### src/rtl/pipe_hazard_ctrl.sv
// pipe_hazard_ctrl
//   Central stall/flush sequencer for the 5-stage pipeline. It resolves
//   load-use hazards, EXE-stage branch redirects and multi-cycle data-memory
//   accesses, and keeps a saturating count of PC-stall cycles for debug.
//
// Ports
//   clk, rst                 clock, asynchronous active-high reset
//   rs1_id/rs2_id            source register indices of the ID instruction
//   rs1_used_id/rs2_used_id  ID instruction actually reads rs1/rs2
//   rd_exe, mem_read_exe     destination and load flag of the EXE instruction
//   valid_exe                EXE slot holds a valid instruction
//   branch_taken_exe         EXE redirects the PC (taken branch/jump)
//   mem_access_mem, mem_ack  load/store in MEM and its completion strobe
//   mem_req                  request to data memory
//   stall_*/flush_*          hold/bubble controls for PC and stage registers
//   mem_err                  sticky data-access timeout error
//   stall_cycles             saturating count of cycles with stall_pc high
module pipe_hazard_ctrl #(
    parameter int TIMEOUT = 64,
    parameter int CNT_W   = 32
) (
    input  logic             clk,
    input  logic             rst,
    input  logic [4:0]       rs1_id,
    input  logic [4:0]       rs2_id,
    input  logic             rs1_used_id,
    input  logic             rs2_used_id,
    input  logic [4:0]       rd_exe,
    input  logic             mem_read_exe,
    input  logic             valid_exe,
    input  logic             branch_taken_exe,
    input  logic             mem_access_mem,
    input  logic             mem_ack,
    output logic             mem_req,
    output logic             stall_pc,
    output logic             stall_ifid,
    output logic             stall_idexe,
    output logic             stall_exemem,
    output logic             flush_ifid,
    output logic             flush_idexe,
    output logic             flush_memwb,
    output logic             mem_err,
    output logic [CNT_W-1:0] stall_cycles
);

    localparam int WCNT_W = $clog2(TIMEOUT + 1);

    typedef enum logic [1:0] {
        IDLE = 2'd0,
        WAIT = 2'd1,
        ERR  = 2'd2
    } state_t;

    state_t            state_q;
    logic [WCNT_W-1:0] waitCnt_q;
    logic              memErr_q;
    logic [CNT_W-1:0]  stallCycles_q;

    logic memWait;
    logic loadUse;

    // Hazard decode and the fixed-priority control row. Everything is forced
    // low while reset is held, even though the inputs may still be toggling.
    // Stall and flush are never both raised for the same stage register.
    always_comb begin
        mem_req      = 1'b0;
        memWait      = 1'b0;
        loadUse      = 1'b0;
        stall_pc     = 1'b0;
        stall_ifid   = 1'b0;
        stall_idexe  = 1'b0;
        stall_exemem = 1'b0;
        flush_ifid   = 1'b0;
        flush_idexe  = 1'b0;
        flush_memwb  = 1'b0;
        if (!rst) begin
            mem_req = mem_access_mem && (state_q != ERR);
            memWait = mem_req && !mem_ack;
            loadUse = valid_exe && mem_read_exe && (rd_exe != 5'd0) &&
                      ((rs1_used_id && (rs1_id == rd_exe)) ||
                       (rs2_used_id && (rs2_id == rd_exe)));
            if (state_q == ERR) begin
                stall_pc     = 1'b1;
                stall_ifid   = 1'b1;
                stall_idexe  = 1'b1;
                stall_exemem = 1'b1;
                flush_memwb  = 1'b1;
            end else if (memWait) begin
                // EXE is frozen, so branch and load-use are re-evaluated later.
                stall_pc     = 1'b1;
                stall_ifid   = 1'b1;
                stall_idexe  = 1'b1;
                stall_exemem = 1'b1;
                flush_memwb  = 1'b1;
            end else if (branch_taken_exe) begin
                // The ID instruction is squashed, so any load-use is moot.
                flush_ifid  = 1'b1;
                flush_idexe = 1'b1;
            end else if (loadUse) begin
                stall_pc    = 1'b1;
                stall_ifid  = 1'b1;
                flush_idexe = 1'b1;
            end
        end
    end

    // Data-access FSM, wait counter, sticky error and the stall counter.
    // The wait counter holds the number of stalled cycles already spent on
    // the current access; the cycle that would reach TIMEOUT moves to ERR.
    always_ff @(posedge clk or posedge rst) begin
        if (rst) begin
            state_q       <= IDLE;
            waitCnt_q     <= '0;
            memErr_q      <= 1'b0;
            stallCycles_q <= '0;
        end else begin
            if (stall_pc && (stallCycles_q != '1)) begin
                stallCycles_q <= stallCycles_q + CNT_W'(1);
            end
            case (state_q)
                IDLE: begin
                    if (memWait) begin
                        state_q   <= WAIT;
                        waitCnt_q <= WCNT_W'(1);
                    end
                end
                WAIT: begin
                    if (mem_ack || !mem_access_mem) begin
                        state_q   <= IDLE;
                        waitCnt_q <= '0;
                    end else if (waitCnt_q == WCNT_W'(TIMEOUT - 1)) begin
                        state_q   <= ERR;
                        memErr_q  <= 1'b1;
                        waitCnt_q <= waitCnt_q + WCNT_W'(1);
                    end else begin
                        waitCnt_q <= waitCnt_q + WCNT_W'(1);
                    end
                end
                ERR: begin
                    state_q <= ERR;
                end
                default: begin
                    state_q   <= IDLE;
                    waitCnt_q <= '0;
                end
            endcase
        end
    end

    assign mem_err      = memErr_q;
    assign stall_cycles = stallCycles_q;

endmodule

### config.mk
export PLATFORM = sky130hd
export DESIGN_NAME = pipe_hazard_ctrl
export DESIGN_NICKNAME = d
export VERILOG_FILES = /design/src/rtl/pipe_hazard_ctrl.sv
export SDC_FILE = /design/constraint.sdc
export NUM_CORES = 1
export LEC_CHECK = 0
export CAP_MARGIN = 10
export CORE_MARGIN = 2
export CORE_UTILIZATION = 43
export CTS_BUF_LIST = sky130_fd_sc_hd__clkbuf_8 sky130_fd_sc_hd__clkbuf_16
export DETAILED_ROUTE_END_ITERATION = 8
export MAX_ROUTING_LAYER = met4
export PLACE_DENSITY = 0.8
export RECOVER_POWER = 100
export SLEW_MARGIN = 10
export SYNTH_ARGS = -nofsm -noshare
export SYNTH_HDL_FRONTEND = slang
export SYNTH_SLANG_ARGS = --single-unit
### constraint.sdc
create_clock -name clk -period 2.15 [get_ports clk]
set_input_delay 0.43 -clock clk [delete_from_list [all_inputs] [get_ports clk]]
set_output_delay 0.43 -clock clk [all_outputs]
set_load 0.02 [all_outputs]
==> impl_metrics.toml, run 1 <==
[synthesis]
synth_top_cells_by_area = "dfrtp_1 (47%), xnor2_1 (8.2%), xor2_1 (8.2%)"
yosysTopAreaCell = "dfrtp_1"
ys_types = 37
synth_warnings = 0
synth.yosys.seq_area_share = 0.468
synth_top_area_frac = 0.468
yosys_register_bits = 42
async_reset_ff_frac = 1.00
synth_edf_count = 0
syn_avg_cell_area_um2 = 9.98
netlist_area_mm2 = 0.00225
synth-main-ff-cell = "dfrtp_1"
syn-num-nets = 251
synthCells = 225

[floorplan]
die_area_mm2 = 0.00582
ios = 65
start_util = 0.443
die_w_um = 76.3
num_rows = 26
die_y_um = 76.3
coreArea_mm2 = 0.00507

[clock_network]
clkSlewWorstSetupHoldPaths_ns = 0.08
clk-insertion-delay-late_ns = 0.30
h-tree-depth = 2
clockRootBuffer = "clkbuf_8"
ctsLongestPathBuffers = 2
clock_sinks = 42
cts_made_buffers = 5
cts_tree = "yes"

[routing]
wl_mm = 5.54
wl_per_cell_um = 14.6
first_iter_violations = 81
vias = 1991
ant_nets = 0
dr.pass1.iters = 4
drc = 0
via_per_inst = 5.24

[global_routing]
antenna_found_initial = 0
grt_pass1_vias = 1903
overflow = 0
grt_max_degree = 34
grt_pass1_wl_mm = 9.32
grt_use_total = 0.204

[place]
pre_cts_slack_ns = -0.736
place.gp.congestion = 0.839
io_buffers = 64
hpwl_mm = 4.06

[power_and_ir_drop]
p_leak_nw = 1.63
seqPwrFrac = 0.513
finalPower_mw = 1.74
swShare = 0.280
internal_power_mw = 1.25
clkPwrFrac = 0.288
vdd_drop_max_mv = 0.545
power_density_mw_per_mm2 = 539
comb_power_share = 0.198
p_sw_uw = 486

[worst_setup_path]
r2r-start = "stall_cycles[7]$_DFFE_PP0P_"
cp-startpoint = "rd_exe[1]"
worstSetupPathType = "input port to primary output"
crit_slowest_cell = "or3_1"
arrival_ns = 1.68
crit_path_frequent_cell = "buf_4"
end_kind = "primary output"
start_kind = "input port"
worst_ep_required_time_ns = 1.72
slowest_delay_ns = 0.35
crit_path_max_fanout = 2
crit_chain = "buf_6 > or3_1 > o311a_1 > buf_4 > a21oi_2 > nor2b_1 > buf_4"

[finish]
diodes = 0
fin_nets = 337
area_growth_pct = 43.6
drive_gt1_frac = 0.181
fin_util = 0.636

[sta]
maxSlewHeadroom = 0.460
setup_viol = 0
tightest_slew_ns = 0.810
drv_slew = 0
fmax_mhz = 475
finalClockSkew_ns = 0.00644
rsz0062_at_grt = "yes"
layout_min_cycle_time_ns = 2.11
whs_ns = 0.458
fin_ws_ns = 0.0439
finalSetupTns_ns = 0
hold_violations = 0
fin_crit_sh = 0.980

[hold_path]
holdCritPathClass = "flop to flop"
hold_start = "mem_err$_DFFE_PP0P_"

[outcome]
run_status = "finished, final reports clean"

[run]
cap_viol_max_count = 0
==> power by group through the flow <==
stage,Clock [mW],Combinational [mW],Sequential [mW]
3_3_place_gp,0,0.353,0.906
4_1_cts,0.516,0.359,0.894
2_1_floorplan,0,0.135,0.944
6_report,0.501,0.345,0.892
3_5_place_dp,0,0.359,0.909
5_1_grt,0.551,0.374,0.905
==> cell type report <==
class,instances,area (µm²)
clock buffer,6,82.6
fill,451,1850
inverter,5,20.0
multi-input combinational,169,1160
sequential,42,1050
tap,70,87.6
timing repair buffer,88,818
==> through the flow <==
stage / std cells / cell area, µm²
finish: 380 / 3230
global route: 380 / 3230
CTS: 377 / 3180
detailed placement: 370 / 3090
global placement: 370 / 3090
floorplan: 225 / 2250
==> cells in the final DEF (no fill, tap or decap), types with 7 or more instances in the layout <==
cell / count
dfrtp_1: 41
dlygate4sd3_1: 33
xor2_1: 21
buf_4: 21
nand2_1: 20
xnor2_1: 20
nor3_1: 17
nand3_1: 16
nand4_1: 10
nor2_1: 9
and3_1: 7
o21ai_0: 7
clkdlybuf4s50_1: 7
==> routing by layer <==
layer | global-route usage | share of wire
met1 | 0.258 | 0.45
met2 | 0.324 | 0.47
met3 | 0.0474 | 0.064
met4 | 0.0709 | 0.017
met5 | - | 0
==> final timing paths <==
path                       cells after the start  slack [ns]                      endpoint
max in group asynchronous                      3        0.94   stall_cycles[9]$_DFFE_PP0P_
setup reg to reg                               6        0.14  stall_cycles[27]$_DFFE_PP0P_
min in group asynchronous                      3        0.52           mem_err$_DFFE_PP0P_
hold / removal                                 1        0.46           mem_err$_DFFE_PP0P_
setup / recovery                               7        0.04                   flush_idexe
hold reg to reg                                1        0.46           mem_err$_DFFE_PP0P_
==> flip-flops by register name, summed over array words and instances, names as in the netlist <==
register	cells
state_q	2
waitCnt_q	7
stall_cycles	32
mem_err	1
==> Yosys cell counts, types with 4 or more instances <==
master,instances
xor2_1,21
and3_1,8
nor2_1,9
nor3_1,18
o21ai_0,7
xnor2_1,21
inv_1,5
dfrtp_1,42
a21o_1,4
and2_1,4
nand2_1,20
nand4_1,10
nand3_1,16
==> critical path, delay by kind of cell <==
kind            cells  cell delay, ns
compound gates      2            0.45
simple gates        2            0.41
buf+inv             3            0.39
==> cells by family (layout without fill, tap and decap cells) <==
kind of cell,after synthesis,count (layout),synth area share
DFF,42,42,0.468
AOI/OAI and AO/OA,21,21,0.0607
and+or+nand+nor,103,103,0.259
xor gates and xnor gates,42,42,0.164
muxes,1,1,0.00446
adders and majority gates,2,2,0.0111
buffers and inverters,14,99,0.0329
==> timing repair <==
action | in CTS | in global routing
pin swaps | 6 | 16
setup endpoints to repair | 40 | 34
buffers inserted | 1 | 3
hold buffers | 0 | 0
gates resized for setup | 42 | 22
No activity file was read; power rests on OpenSTA's default activity.
==> run 2: changes to the inputs <==
==> constraint.sdc (replaced) <==
create_clock -name clk -period 1.75 [get_ports clk]
set_input_delay 0.35 -clock clk [delete_from_list [all_inputs] [get_ports clk]]
set_output_delay 0.35 -clock clk [all_outputs]
set_load 0.02 [all_outputs]
==> run 2 against run 1 <==
The run now ends with setup timing left. Hold slack worse by 0.043 ns. Wire length up 21%. Via count up 12%. Final cell count up 11%. Final area up 17%. Clock power up 49%. Global-route usage up 4.2 points. Sequential cell count unchanged. Non-clock buffer count up 41. Count of clock-buffer cells in the layout down 1. Register-to-register slack worse by 0.30 ns. Critical path type is now input port to flop. Critical endpoint is now stall_cycles[5]$_DFFE_PP0P_.
==> impl_metrics.toml, run 2 (synthesis gave the netlist of run 1 again) <==
[floorplan]
die_y_um = 76.3
die_area_mm2 = 0.00582
num_rows = 26
coreArea_mm2 = 0.00507
ios = 65
start_util = 0.443
die_w_um = 76.3

[clock_network]
clockRootBuffer = "clkbuf_8"
cts_hold_buf = 0
cts_tree = "yes"
clock_sinks = 42
clkSlewWorstSetupHoldPaths_ns = 0.09
cts_made_buffers = 5
ctsLongestPathBuffers = 2
h-tree-depth = 2
clk-insertion-delay-late_ns = 0.30

[routing]
vias = 2223
ant_nets = 0
wl_mm = 6.72
first_iter_violations = 79
via_per_inst = 5.26
drc = 0
wl_per_cell_um = 15.9
dr.pass1.iters = 4

[worst_setup_path]
end_kind = "flop"
arrival_ns = 2.12
worstSetupPathType = "input port to flop"
cp-startpoint = "rd_exe[0]"
r2r.worst_path.cells = 9
worst_ep_required_time_ns = 1.93
crit_path_max_fanout = 7
r2r-start = "stall_cycles[9]$_DFFE_PP0P_"
crit_chain = "buf_6 > or3_4 > o311a_1 > a21o_1 > buf_4 > buf_6 > nand3_4 > buf_12 > buf_12 > nor3_2 > xor2_1"
crit_slowest_cell = "or3_4"
start_kind = "input port"
crit_family = "buffers and inverters"
slowest_delay_ns = 0.37
cp.depth = 11
cp_num_buf_inv = 5

[global_routing]
grt_pass1_wl_mm = 11.1
grt_pass1_vias = 2233
antenna_found_initial = 0
grt_use_total = 0.246
overflow = 0
grt_max_degree = 26

[power_and_ir_drop]
clkPwrFrac = 0.312
p_leak_nw = 2.00
power_density_mw_per_mm2 = 633
swShare = 0.285
seqPwrFrac = 0.450
p_sw_uw = 682
comb_power_share = 0.237
internal_power_mw = 1.71
finalPower_mw = 2.40
vdd_drop_max_mv = 0.532

[place]
hpwl_mm = 4.42
place.gp.congestion = 0.808
io_buffers = 64
place_inst = 409

[sta]
setup_viol = 31
fin_ws_ns = -0.195
finalClockSkew_ns = 0.0104
maxSlewHeadroom = 0.570
drv_slew = 0
fin_crit_sh = 1.11
fmax_mhz = 514
hold_violations = 0
layout_min_cycle_time_ns = 1.95
rsz0062_at_grt = "yes"
tightest_slew_ns = 0.645

[finish]
largest_reg_flops = 32
drive_gt1_frac = 0.394
area_growth_pct = 68.6
diodes = 0
final_common_cell = "buf_4"
mostFrequentLayoutCells = "buf_4 (49), dfrtp_1 (32), dlygate4sd2_1 (21), clkbuf_1 (21), xor2_1 (20)"
fin_nets = 378
final_cells = 423

[outcome]
run_status = "complete, but fails checks"
violations = "setup timing"

[hold_path]
holdCritPathClass = "input port to asynchronous set/reset pin"

[run]
cap_viol_max_count = 0
==> run 2: cell types whose count changed in the layout (fill, tap and decap cells not counted), moves of 7 or more <==
cell	change
dfrtp_2	+9
dlygate4sd3_1	-32
nor3_1	-16
buf_4	+28
dfrtp_1	-9
nor3_4	+12
clkbuf_1	+19
dlygate4sd2_1	+15
clkdlybuf4s50_1	+7
==> run 2: worst register-to-register path, cell delays in order, from the launching register on <==
cell and delay, ns:
dfrtp_2 0.39, buf_4 0.11, nand4_1 0.20, nor3_4 0.24, nand4_1 0.20, nand3_4 0.20, buf_12 0.17, buf_12 0.12
nor3_2 0.04, xor2_1 0.13
==> run 2: through the flow <==
stage / TNS [ns] / util / area, µm² / setup slack [ns] / hold slack, ns
after global placement: -26.04 / 0.690 / 3500 / -0.899 / 0.447
after CTS: -4.17 / 0.754 / 3830 / -0.253 / 0.332
after global routing: -5.43 / 0.746 / 3790 / -0.259 / 0.426
final: -3.32 / 0.746 / 3790 / -0.195 / 0.415
after detailed placement: -27.93 / 0.690 / 3500 / -0.944 / 0.448
after floorplan: -2.42 / - / 2390 / -0.138 / 0.356
==> run 2: path summary, 6_finish.rpt <==
check	to	slack, ns
setup / recovery	stall_cycles[5]$_DFFE_PP0P_	-0.20
hold / removal	stall_cycles[7]$_DFFE_PP0P_	0.41
setup reg to reg	stall_cycles[5]$_DFFE_PP0P_	-0.16
hold reg to reg	mem_err$_DFFE_PP0P_	0.46
max in group asynchronous	stall_cycles[10]$_DFFE_PP0P_	0.85
min in group clk	mem_err$_DFFE_PP0P_	0.46
==> run 2: timing repair <==
item                                   in CTS  in global routing
setup endpoints to repair                  48                 50
endpoints found under the hold margin       0                  0
setup buffers                               6                  0
pin swaps                                  38                 15
resized for setup                         119                 30
==> run 2: area by class of cell <==
type / count / area, µm²
multi-input cells: 169 / 1490
clock inverters: 3 / 37.5
well taps: 70 / 87.6
flip-flops and latches: 42 / 1060
fillers: 373 / 1290
repair buffers: 129 / 1020
clock buffers: 5 / 68.8
inverters: 5 / 22.5
==> run 2: metal layers <==
layer | track usage | up-vias | wire length (µm)
li1 | - | 1045 | -
met1 | 0.301 | 1091 | 2800
met2 | 0.406 | 78 | 3470
met3 | 0.0474 | 9 | 344
met4 | 0.0927 | 0 | 99
met5 | - | - | 0
==> run 2: power groups by stage <==
stage	clock network, mW	logic, mW	registers (mW)
global placement	0	0.579	1.09
finish	0.748	0.569	1.08
global route	0.812	0.622	1.09
floorplan	0	0.190	1.18
CTS	0.757	0.589	1.08
detailed placement	0	0.593	1.09
